<file path="config.mk">
export PLATFORM = sky130hd
export DESIGN_NAME = kbd_display_ctrl
export DESIGN_NICKNAME = d
export VERILOG_FILES = /design/src/rtl/kbd_display_ctrl.sv
export SDC_FILE = /design/constraint.sdc
export NUM_CORES = 1
export LEC_CHECK = 0
export BUFFER_PORTS_ARGS = -buffer_cell sky130_fd_sc_hd__buf_4
export CAP_MARGIN = 5
export CELL_PAD_IN_SITES_DETAIL_PLACEMENT = 2
export CELL_PAD_IN_SITES_GLOBAL_PLACEMENT = 2
export CORE_ASPECT_RATIO = 0.6
export CORE_MARGIN = 4
export CORE_UTILIZATION = 34
export DETAILED_ROUTE_END_ITERATION = 10
export GPL_TIMING_DRIVEN = 1
export PLACE_DENSITY = 0.93
export SETUP_SLACK_MARGIN = 0.4
export SLEW_MARGIN = 30
export SYNTH_ARGS = -nofsm -noshare
export SYNTH_HDL_FRONTEND = slang
export SYNTH_SLANG_ARGS = --single-unit
</file>
<file path="constraint.sdc">
create_clock -name clk -period 5.64 [get_ports clk]
set_input_delay 0.282 -clock clk [delete_from_list [all_inputs] [get_ports clk]]
set_output_delay 0.282 -clock clk [all_outputs]
set_load 0.03 [all_outputs]
</file>
<file path="src/rtl/kbd_display_ctrl.sv">
// Scancode sequencer between the PS/2 receiver and the hex display decoder.
// It parses the E0/F0 prefixes, tracks the held key, looks up its ASCII code in
// an external synchronous ROM and counts key presses.
module kbd_display_ctrl #(
  parameter int unsigned ROM_LAT        = 1,
  parameter int unsigned PREFIX_TIMEOUT = 50000
) (
  input  logic       clk,
  input  logic       reset,
  input  logic [7:0] sc_data,
  input  logic       sc_valid,
  output logic       sc_ready,
  output logic [7:0] rom_addr,
  input  logic [7:0] rom_data,
  output logic [7:0] make_code,
  output logic [7:0] ascii,
  output logic [7:0] count,
  output logic       ext,
  output logic       key_held,
  output logic [5:0] blank
);

  localparam int unsigned TMR_W = 20;
  localparam int unsigned LAT_W = 2;

  localparam logic [7:0]       BYTE_E0  = 8'hE0;
  localparam logic [7:0]       BYTE_F0  = 8'hF0;
  localparam logic [TMR_W-1:0] TMR_LAST = TMR_W'(PREFIX_TIMEOUT - 1);
  localparam logic [LAT_W-1:0] LAT_LAST = LAT_W'(ROM_LAT);

  typedef enum logic [1:0] {
    IDLE   = 2'd0,
    GOT_E0 = 2'd1,
    GOT_F0 = 2'd2,
    LOOKUP = 2'd3
  } state_t;

  state_t           state;
  logic             pend_ext;
  logic [TMR_W-1:0] tmr;
  logic [LAT_W-1:0] lat_cnt;

  logic xfer;
  logic is_e0;
  logic is_f0;
  logic same_key;
  logic in_prefix;
  logic tmr_expired;

  // Decode the current byte and the prefix timeout condition.
  always_comb begin
    xfer        = sc_valid & sc_ready;
    is_e0       = (sc_data == BYTE_E0);
    is_f0       = (sc_data == BYTE_F0);
    same_key    = key_held && (sc_data == make_code) && (pend_ext == ext);
    in_prefix   = (state == GOT_E0) || (state == GOT_F0);
    tmr_expired = in_prefix && !xfer && (tmr == TMR_LAST);
  end

  // Parser state, prefix timer, ROM lookup and all registered outputs.
  always_ff @(posedge clk) begin
    if (reset) begin
      state     <= IDLE;
      pend_ext  <= 1'b0;
      tmr       <= '0;
      lat_cnt   <= '0;
      sc_ready  <= 1'b1;
      rom_addr  <= 8'h00;
      make_code <= 8'h00;
      ascii     <= 8'h00;
      count     <= 8'h00;
      ext       <= 1'b0;
      key_held  <= 1'b0;
      blank     <= 6'b001111;
    end else begin
      case (state)
        IDLE, GOT_E0: begin
          if (xfer) begin
            tmr <= '0;
            if (is_e0) begin
              state    <= GOT_E0;
              pend_ext <= 1'b1;
            end else if (is_f0) begin
              state <= GOT_F0;
            end else if (same_key) begin
              // Typematic repeat of the held key: nothing changes.
              state    <= IDLE;
              pend_ext <= 1'b0;
            end else begin
              make_code <= sc_data;
              ext       <= pend_ext;
              rom_addr  <= sc_data;
              count     <= count + 8'd1;
              lat_cnt   <= '0;
              sc_ready  <= 1'b0;
              pend_ext  <= 1'b0;
              state     <= LOOKUP;
            end
          end
        end

        GOT_F0: begin
          if (xfer) begin
            tmr <= '0;
            if (is_e0) begin
              pend_ext <= 1'b1;
            end else if (!is_f0) begin
              // Only the release of the held key (same E0 flavour) counts.
              if (same_key) begin
                key_held <= 1'b0;
                blank    <= 6'b001111;
              end
              pend_ext <= 1'b0;
              state    <= IDLE;
            end
          end
        end

        LOOKUP: begin
          if (lat_cnt == LAT_LAST) begin
            ascii    <= ext ? 8'h00 : rom_data;
            key_held <= 1'b1;
            blank    <= 6'b000000;
            sc_ready <= 1'b1;
            state    <= IDLE;
          end else begin
            lat_cnt <= lat_cnt + LAT_W'(1);
          end
        end

        default: state <= IDLE;
      endcase

      // A prefix left dangling too long is dropped without generating an event.
      if (tmr_expired) begin
        state    <= IDLE;
        pend_ext <= 1'b0;
        tmr      <= '0;
      end else if (in_prefix && !xfer) begin
        tmr <= tmr + TMR_W'(1);
      end
    end
  end

endmodule

</file>
==> impl_metrics.tcl, run 1 <==
set metrics [dict create \
    outcome "completed" \
    cts_buffers 5 \
    drive_gt1_frac 0.223 \
    grt_max_degree 34 \
    grt_use_total 0.220 \
    drv_cap 0 \
    route.detailed.drc 0 \
    cts-resized-gates 0 \
    ys_types 54 \
    grt.overflow.total 0 \
    grt_first_pass_wirelength_um 17100 \
    endpoint "state[0]$_SDFFE_PP0P_" \
    coreArea_um2 7950 \
    grt_pass1_vias 3037 \
    synth_cells 326 \
    hold_buffers 0 \
    cts-root-buf "clkbuf_16" \
    cp_data_required_time_ns 5.83 \
    synth_area_per_cell_um2 8.59 \
    wire_per_inst_um 22.7 \
    via_count 2716 \
    slew_violations 0 \
    relSlewSlack 0.434 \
    die_area_um2 9800 \
    synth_ff_type "dfxtp_1" \
    synth_seq_cells 53 \
    r2r_end "state[0]$_SDFFE_PP0P_" \
    antenna_left 0 \
    io-pin-count 60 \
    syn-cell-area_um2 2800 \
    synth_edf_count 0 \
    io_buffers 57 \
    insertion_delay_ns 0.29 \
    synth_async_sr_flop_share 0 \
    tightestPinTransition_ns 0.849 \
    fin_tns_setup_ns 0 \
    period_share 0.483 \
    die_h_um 78.3 \
    rsz0062_at_grt "false" \
    timing.hold.ws_ns 0.266 \
    final_nets 389 \
    diodes 0 \
    place_congestion 0.761 \
    fp.dieW_um 125 \
    fmax_mhz 367 \
    hpwl_um 7250 \
    path_clk_slew_ns 0.08 \
    drt-initial-drc-count 157 \
    peakVddDrop_v 0.000175 \
    drt-vias-per-instance 5.75 \
    seq_area_um2 1060 \
    synthToLayoutAreaGrowth_pct 19.7 \
    post_cts_buffers 0 \
    cts_buffer_depth 2 \
    reg2regPathDepth 7 \
    antenna_found_initial 0 \
    hold_viol 0 \
    cts-htree-levels 2 \
    crit_fanout 23 \
    routed_wl_um 10700 \
    first_pass_iters 4 \
    dp.cells 464 \
    r2r_start "state[1]$_SDFFE_PP0P_" \
    crit_path_end_kind "register" \
    cts_tree "built" \
    worst_setup_path_start_kind "register" \
    total_power_mw 1.27 \
    cts.sinks 53 \
    yosysSeqAreaShare 0.379 \
    nFillCells 880 \
    fin_cells 472 \
    worstSetupPathType "reg -> reg" \
    start_util 0.352 \
    hold_path.class "in -> reg" \
    finalSetupViolCount 0 \
    placement_rows 25 \
    ff2ff_setup_slack_ns 2.92 \
    multiInputGateArea_um2 1530 \
    p_leak_nw 1.27 \
    arrival_ns 2.91 \
    crit_start "state[1]$_SDFFE_PP0P_" \
    skew_ns 0.00545 \
    fin_crit_ns 2.72 \
    p_per_area_nw_per_um2 379 \
    synth-warning-count 0 \
]
==> logic make-up after synthesis <==
group,Yosys count,share of synthesized area
flops,53,0.379
compound gates,69,0.162
other cells,1,0.00134
buf+inv,37,0.0778
xor+xnor,11,0.0344
fa+ha+maj,7,0.0313
mux,13,0.0478
simple gates,135,0.266
==> routing by layer <==
metal,up-vias,GRT usage,share of wire
li1,1231,-,-
met1,1362,0.272,0.44
met2,91,0.376,0.48
met3,32,0.0421,0.048
met4,0,0.0963,0.034
met5,-,0,0
==> Yosys cell counts, drive strengths merged (2+ instances only) <==
library cell / n / area share
a21oi: 34 / 0.061
o211ai: 6 / 0.016
nand3b: 3 / 0.0080
a22oi: 2 / 0.0054
or3: 9 / 0.020
or2: 4 / 0.0089
mux2i: 10 / 0.036
nor2: 39 / 0.052
nand2: 20 / 0.028
nor3: 3 / 0.0054
a211oi: 2 / 0.0098
a32o: 2 / 0.0072
dfxtp: 53 / 0.38
mux2: 3 / 0.012
nand4: 7 / 0.016
o31ai: 5 / 0.015
clkbuf: 10 / 0.013
nor4: 3 / 0.012
buf: 19 / 0.054
a21boi: 2 / 0.0054
or4: 6 / 0.016
o21ai: 5 / 0.0089
xnor2: 10 / 0.031
a311oi: 2 / 0.0063
nor2b: 3 / 0.0067
nor3b: 9 / 0.026
and3: 4 / 0.0089
ha: 7 / 0.031
nand3: 18 / 0.032
inv: 8 / 0.011
a31oi: 3 / 0.0067
==> cells in the final DEF (no fill, tap or decap), types with 5 or more instances in the layout <==
cell type,instances
nand4_1,7
mux2i_1,10
inv_1,8
o21ai_0,5
nand2_1,19
ha_1,7
nor2_1,39
or4_1,6
nand3_1,18
a21oi_1,34
xnor2_1,10
o211ai_1,6
nor3b_1,8
dfxtp_1,53
clkbuf_16,5
buf_4,57
or3_1,9
==> worst max-delay path, cell delays in order (launching register included) <==
cell and delay (ns):
dfxtp_1 0.43, inv_1 0.12, ha_1 0.31, a21bo_2 0.31
nor2_1 0.20, a41o_1 0.76, a21oi_1 0.16, a32o_1 0.32
==> flip-flops by register name (all words and copies together), names as in the netlist, 2 cells and up <==
| signal | count |
|---|---|
| tmr | 20 |
| ascii | 8 |
| count | 8 |
| make_code | 8 |
| lat_cnt | 2 |
| state | 2 |
==> worst min-delay path by stage <==
stage	from	to	slack, ns	cells past startpoint
after floorplan	reset	blank[2]$_SDFFE_PP1P_	0.39	1
after global placement	lat_cnt[1]$_SDFFE_PP0P_	lat_cnt[1]$_SDFFE_PP0P_	0.46	2
after detailed placement	ascii[1]$_SDFFE_PP0P_	ascii[1]$_SDFFE_PP0P_	0.50	2
after CTS	sc_data[5]	make_code[5]$_SDFFE_PP0P_	0.26	3
after global routing	sc_data[7]	make_code[7]$_SDFFE_PP0P_	0.28	3
final	sc_data[5]	make_code[5]$_SDFFE_PP0P_	0.27	3
==> per-stage QoR <==
step            util  area, µm²  worst slack [ns]
2_1_floorplan      -       2800              3.70
3_3_place_gp   0.401       3190              3.22
4_1_cts        0.422       3350              2.94
6_report       0.422       3350              2.92
5_1_grt        0.422       3350              2.78
3_5_place_dp   0.403       3200              3.07
==> report_power, final <==
group	internal (mW)	switching, mW	leakage [nW]
clock	0.177	0.150	0.0768
sequential	0.409	0.0531	0.429
combinational	0.168	0.311	0.768
==> final cells by class <==
class,instances,share of cell area
tap,108,0.0403
inverter,8,0.00896
sequential,53,0.317
clock buffer,6,0.0414
clock inverter,2,0.00411
timing repair buffer,58,0.131
multi-input combinational,237,0.457
Power figures use the tool's default switching activity.
==> run 2: changes to the inputs <==
- CORE_UTILIZATION: 34 -> 32
- PLACE_DENSITY: 0.93 -> 0.88
- clock period: 5.64 -> 2.8 ns (I/O delays scaled with it)
==> impl_metrics.tcl, run 2 (synthesis gave the netlist of run 1 again) <==
set metrics [dict create \
    outcome "completed" \
    slew_violations 0 \
    top_register "tmr" \
    period_share 0.790 \
    skew_ns 0.0110 \
    final_core_util 0.393 \
    path_clk_slew_ns 0.07 \
    fin_tns_setup_ns 0 \
    p_per_area_nw_per_um2 724 \
    grt_first_pass_wirelength_um 15000 \
    rsz0062_at_grt "false" \
    wire_per_inst_um 19.2 \
    fmax_mhz 452 \
    cts.sinks 53 \
    io_buffers 57 \
    worst_setup_path_start_kind "register" \
    peakVddDrop_v 0.000311 \
    arrival_ns 2.45 \
    die_h_um 80.4 \
    synthToLayoutAreaGrowth_pct 19.7 \
    tightestPinTransition_ns 0.613 \
    final_nets 391 \
    hold_viol 0 \
    cts-resized-gates 0 \
    relSlewSlack 0.590 \
    grt_pass1_vias 2804 \
    post_cts_buffers 0 \
    hpwl_um 6680 \
    crit_path_end_kind "register" \
    fp.dieW_um 129 \
    fin_crit_ns 2.21 \
    hold_buffers 0 \
    drive_gt1_frac 0.228 \
    antenna_found_initial 0 \
    start_util 0.328 \
    cts_buffers 5 \
    p_leak_nw 1.27 \
    grt.overflow.total 0 \
    routed_wl_um 9160 \
    place_congestion 0.794 \
    drt-initial-drc-count 191 \
    antenna_left 0 \
    io-pin-count 60 \
    placement_rows 26 \
    hold_path.class "in -> reg" \
    layout_commonest_cell "buf_4" \
    worstSetupPathType "reg -> reg" \
    diodes 0 \
    die_area_um2 10400 \
    drt-vias-per-instance 5.47 \
    via_count 2606 \
    layout_common_cells "60 x buf_4, 53 x dfxtp_1, 39 x nor2_1, 34 x a21oi_1, 19 x nand2_1" \
    route.detailed.drc 0 \
    total_power_mw 2.43 \
    grt_use_total 0.182 \
    cts_buffer_depth 2 \
    crit_fanout 9 \
    coreArea_um2 8520 \
    cp_data_required_time_ns 3.04 \
    drv_cap 0 \
    cts-htree-levels 2 \
    first_pass_iters 4 \
    cts_tree "built" \
    insertion_delay_ns 0.30 \
    grt_max_degree 34 \
    cts-root-buf "clkbuf_16" \
    largest_reg_flops 20 \
    finalSetupViolCount 0 \
]
## run 2: cell count changes in the layout (fill, tap and decap cells not counted), sizes merged
cell and delta:
buf +2, clkbuf -1, clkinv -1
## run 2: path summary, 6_finish.rpt
kind,endpoint,slack [ns],depth (start not counted),from
worst max-delay path,tmr[10]$_SDFFE_PP0P_,0.59,7,state[0]$_SDFFE_PP0P_
worst max register to register,tmr[10]$_SDFFE_PP0P_,0.59,7,state[0]$_SDFFE_PP0P_
worst min register to register,lat_cnt[1]$_SDFFE_PP0P_,0.49,2,lat_cnt[1]$_SDFFE_PP0P_
worst min-delay path,make_code[7]$_SDFFE_PP0P_,0.11,3,sc_data[7]
## run 2: metal layers
layer,global-route usage,share of wire
met4,0.0189,0.0061
met3,0.0359,0.035
met1,0.257,0.50
met5,0,0
met2,0.296,0.46
## run 2: critical path, stage by stage (launching register included)
cell and delay [ns]:
dfxtp_1 0.41, inv_1 0.10, ha_1 0.29, a21bo_2 0.31
nor4_4 0.50, nand3_1 0.17, mux2_2 0.30, nor2_1 0.07
## run 2: through the flow
step | hold WS, ns | setup slack [ns] | cells | cell area (µm²)
after floorplan | 0.245 | 0.855 | 327 | 2800
after global placement | 0.391 | 0.745 | 470 | 3210
after detailed placement | 0.416 | 0.550 | 470 | 3210
after CTS | 0.115 | 0.540 | 476 | 3340
after global routing | 0.126 | 0.419 | 476 | 3350
final | 0.114 | 0.587 | 476 | 3350
## run 2: final cells by class
type,count,area (µm²)
multi-input cells,237,1540
clock buffers,5,125
fillers,952,5170
repair buffers,60,450
clock inverters,1,5.00
well taps,112,140
inverters,8,30.0
flip-flops and latches,53,1060
## run 2: report_power, final
| group | switching, mW | internal, mW |
|---|---|---|
| clock | 0.280 | 0.321 |
| sequential | 0.0928 | 0.825 |
| combinational | 0.573 | 0.336 |
==> run 3: changes to the inputs <==
- ABC_AREA: unset -> 1
- CORE_UTILIZATION: 32 -> 27
- PLACE_DENSITY: 0.88 -> 0.85
- clock period: 2.8 -> 1.98 ns (I/O delays scaled with it)
==> impl_metrics.tcl, run 3 <==
set metrics [dict create \
    outcome "completed" \
    synth_commonest_cells "99 x nand2_1, 55 x nor2_1, 53 x dfxtp_1" \
    total_power_mw 5.94 \
    hpwl_um 8560 \
    routed_wl_um 17000 \
    place_area_um2 3480 \
    fin_crit_ns 1.93 \
    first_pass_iters 4 \
    peakVddDrop_v 0.000815 \
    io_buffers 57 \
    tightestPinTransition_ns 0.580 \
    yosysMostFrequentCell "nand2_1" \
    whs_path_depth 3 \
    synth_seq_cells 53 \
    placement_rows 29 \
    multiInputGateArea_um2 2000 \
    p_per_area_nw_per_um2 1320 \
    ff2ff_setup_slack_ns 0.05 \
    fin_cells 669 \
    path_clk_slew_ns 0.08 \
    slew_violations 0 \
    grt.overflow.total 0 \
    route.detailed.drc 0 \
    synth_ff_type "dfxtp_1" \
    crit_path_end_kind "register" \
    postLayoutSetupSlackWorst_ns 0.0531 \
    synth_area_per_cell_um2 6.73 \
    start_util 0.278 \
    skew_ns 0.00941 \
    pre_cts_ws_ns 0.0967 \
    layout_common_cells "91 x buf_4, 79 x nand2_1, 43 x nor2_1, 42 x dfxtp_1, 36 x inv_1" \
    arrival_ns 2.13 \
    synth_edf_count 0 \
    design_area_um2 4500 \
    period_share 0.973 \
    yosysSeqAreaShare 0.361 \
    hold_viol 0 \
    finalSetupViolCount 0 \
    wire_per_inst_um 25.4 \
    cp_data_required_time_ns 2.18 \
    fin_tns_setup_ns 0 \
    fmax_mhz 519 \
    io-pin-count 60 \
    final_nets 555 \
    grt_first_pass_wirelength_um 20700 \
    seq_area_um2 1090 \
    rsz0062_at_grt "true" \
    synth_cells 437 \
    drive_gt1_frac 0.438 \
    insertion_delay_ns 0.31 \
    largest_reg_flops 20 \
    dp.cells 623 \
    hold_path.class "in -> reg" \
    grt_max_degree 19 \
    nFillCells 1211 \
    syn-cell-area_um2 2940 \
    cts-htree-levels 2 \
    synth_async_sr_flop_share 0 \
    worstSetupPathType "reg -> reg" \
    yosys.area.top_type_share 0.361 \
    synthTopCellsByArea "dfxtp_1 36%, nand2_1 13%, nor2_1 7.0%" \
    place_congestion 0.813 \
    die_h_um 88.8 \
    antenna_found_initial 0 \
    synth_area_leader_cell "dfxtp_1" \
    synthToLayoutAreaGrowth_pct 52.9 \
    grt_pass1_vias 3648 \
    drt-vias-per-instance 5.35 \
    via_count 3577 \
    reg2regPathDepth 9 \
    synth-warning-count 0 \
    die_area_um2 12700 \
    cts_tree "built" \
    cts.sinks 53 \
    p_leak_nw 1.87 \
    worst_setup_path_start_kind "register" \
    cts_buffers 5 \
    grt_use_total 0.212 \
    cts_buffer_depth 2 \
    drt-initial-drc-count 280 \
    coreArea_um2 10600 \
    cts-root-buf "clkbuf_16" \
    diodes 0 \
    top_register "tmr" \
    crit_fanout 6 \
    drv_cap 0 \
    antenna_left 0 \
    hold_buffers 0 \
    final_core_util 0.424 \
    relSlewSlack 0.611 \
    ys_types 35 \
    timing.hold.ws_ns 0.0562 \
    fp.dieW_um 143 \
    layout_commonest_cell "buf_4" \
]
==> run 3: repair_timing <==
action                     in CTS  in global routing
pin swaps                      15                 32
resized for setup              49                110
setup endpoints to repair      45                 45
buffers inserted               10                 23
gates cloned                    2                  3
==> run 3: where the power goes <==
part | internal, mW | total, mW | switching, mW
logic | 1.24 | 3.40 | 2.15
clock network | 0.602 | 1.07 | 0.469
registers | 1.25 | 1.47 | 0.214
==> run 3: layout make-up <==
| class | count | share of cell area |
|---|---|---|
| Clock inverter | 2 | 0.00863 |
| Timing Repair inverter | 2 | 0.00390 |
| Inverter | 53 | 0.0498 |
| Tap cell | 139 | 0.0387 |
| Clock buffer | 6 | 0.0287 |
| Timing Repair Buffer | 101 | 0.184 |
| Sequential cell | 53 | 0.242 |
| Multi-Input combinational cell | 313 | 0.444 |
==> run 3: cell families after synthesis <==
logic type | count (synthesis) | synth area share
other | 1 | 0.00128
AO/OA/AOI/OAI | 67 | 0.120
flip-flops | 53 | 0.361
AND/OR/NAND/NOR | 230 | 0.354
adder cells (fa/ha/maj) | 7 | 0.0298
buffers and inverters | 74 | 0.120
XOR/XNOR | 5 | 0.0149
==> run 3: path summary, 6_finish.rpt <==
check                              from                         to
setup / recovery  state[1]$_SDFFE_PP0P_      state[0]$_SDFFE_PP0P_
hold / removal               sc_data[1]  make_code[1]$_SDFFE_PP0P_
setup reg to reg  state[1]$_SDFFE_PP0P_      state[0]$_SDFFE_PP0P_
hold reg to reg   ascii[2]$_SDFFE_PP0P_      ascii[2]$_SDFFE_PP0P_
==> run 3: worst max-delay path, stage by stage (launching register included) <==
cell and delay [ns]:
dfxtp_4 0.36, buf_4 0.14, ha_4 0.20, inv_2 0.17, o21ai_2 0.12, nor2_4 0.19
nand3_2 0.15, inv_1 0.14, nand2_1 0.09, a21oi_1 0.25
==> run 3: layer usage <==
layer | share of wire | GRT usage
met1 | 0.44 | 0.278
met2 | 0.49 | 0.368
met3 | 0.050 | 0.0308
met4 | 0.030 | 0.0561
met5 | 0 | 0
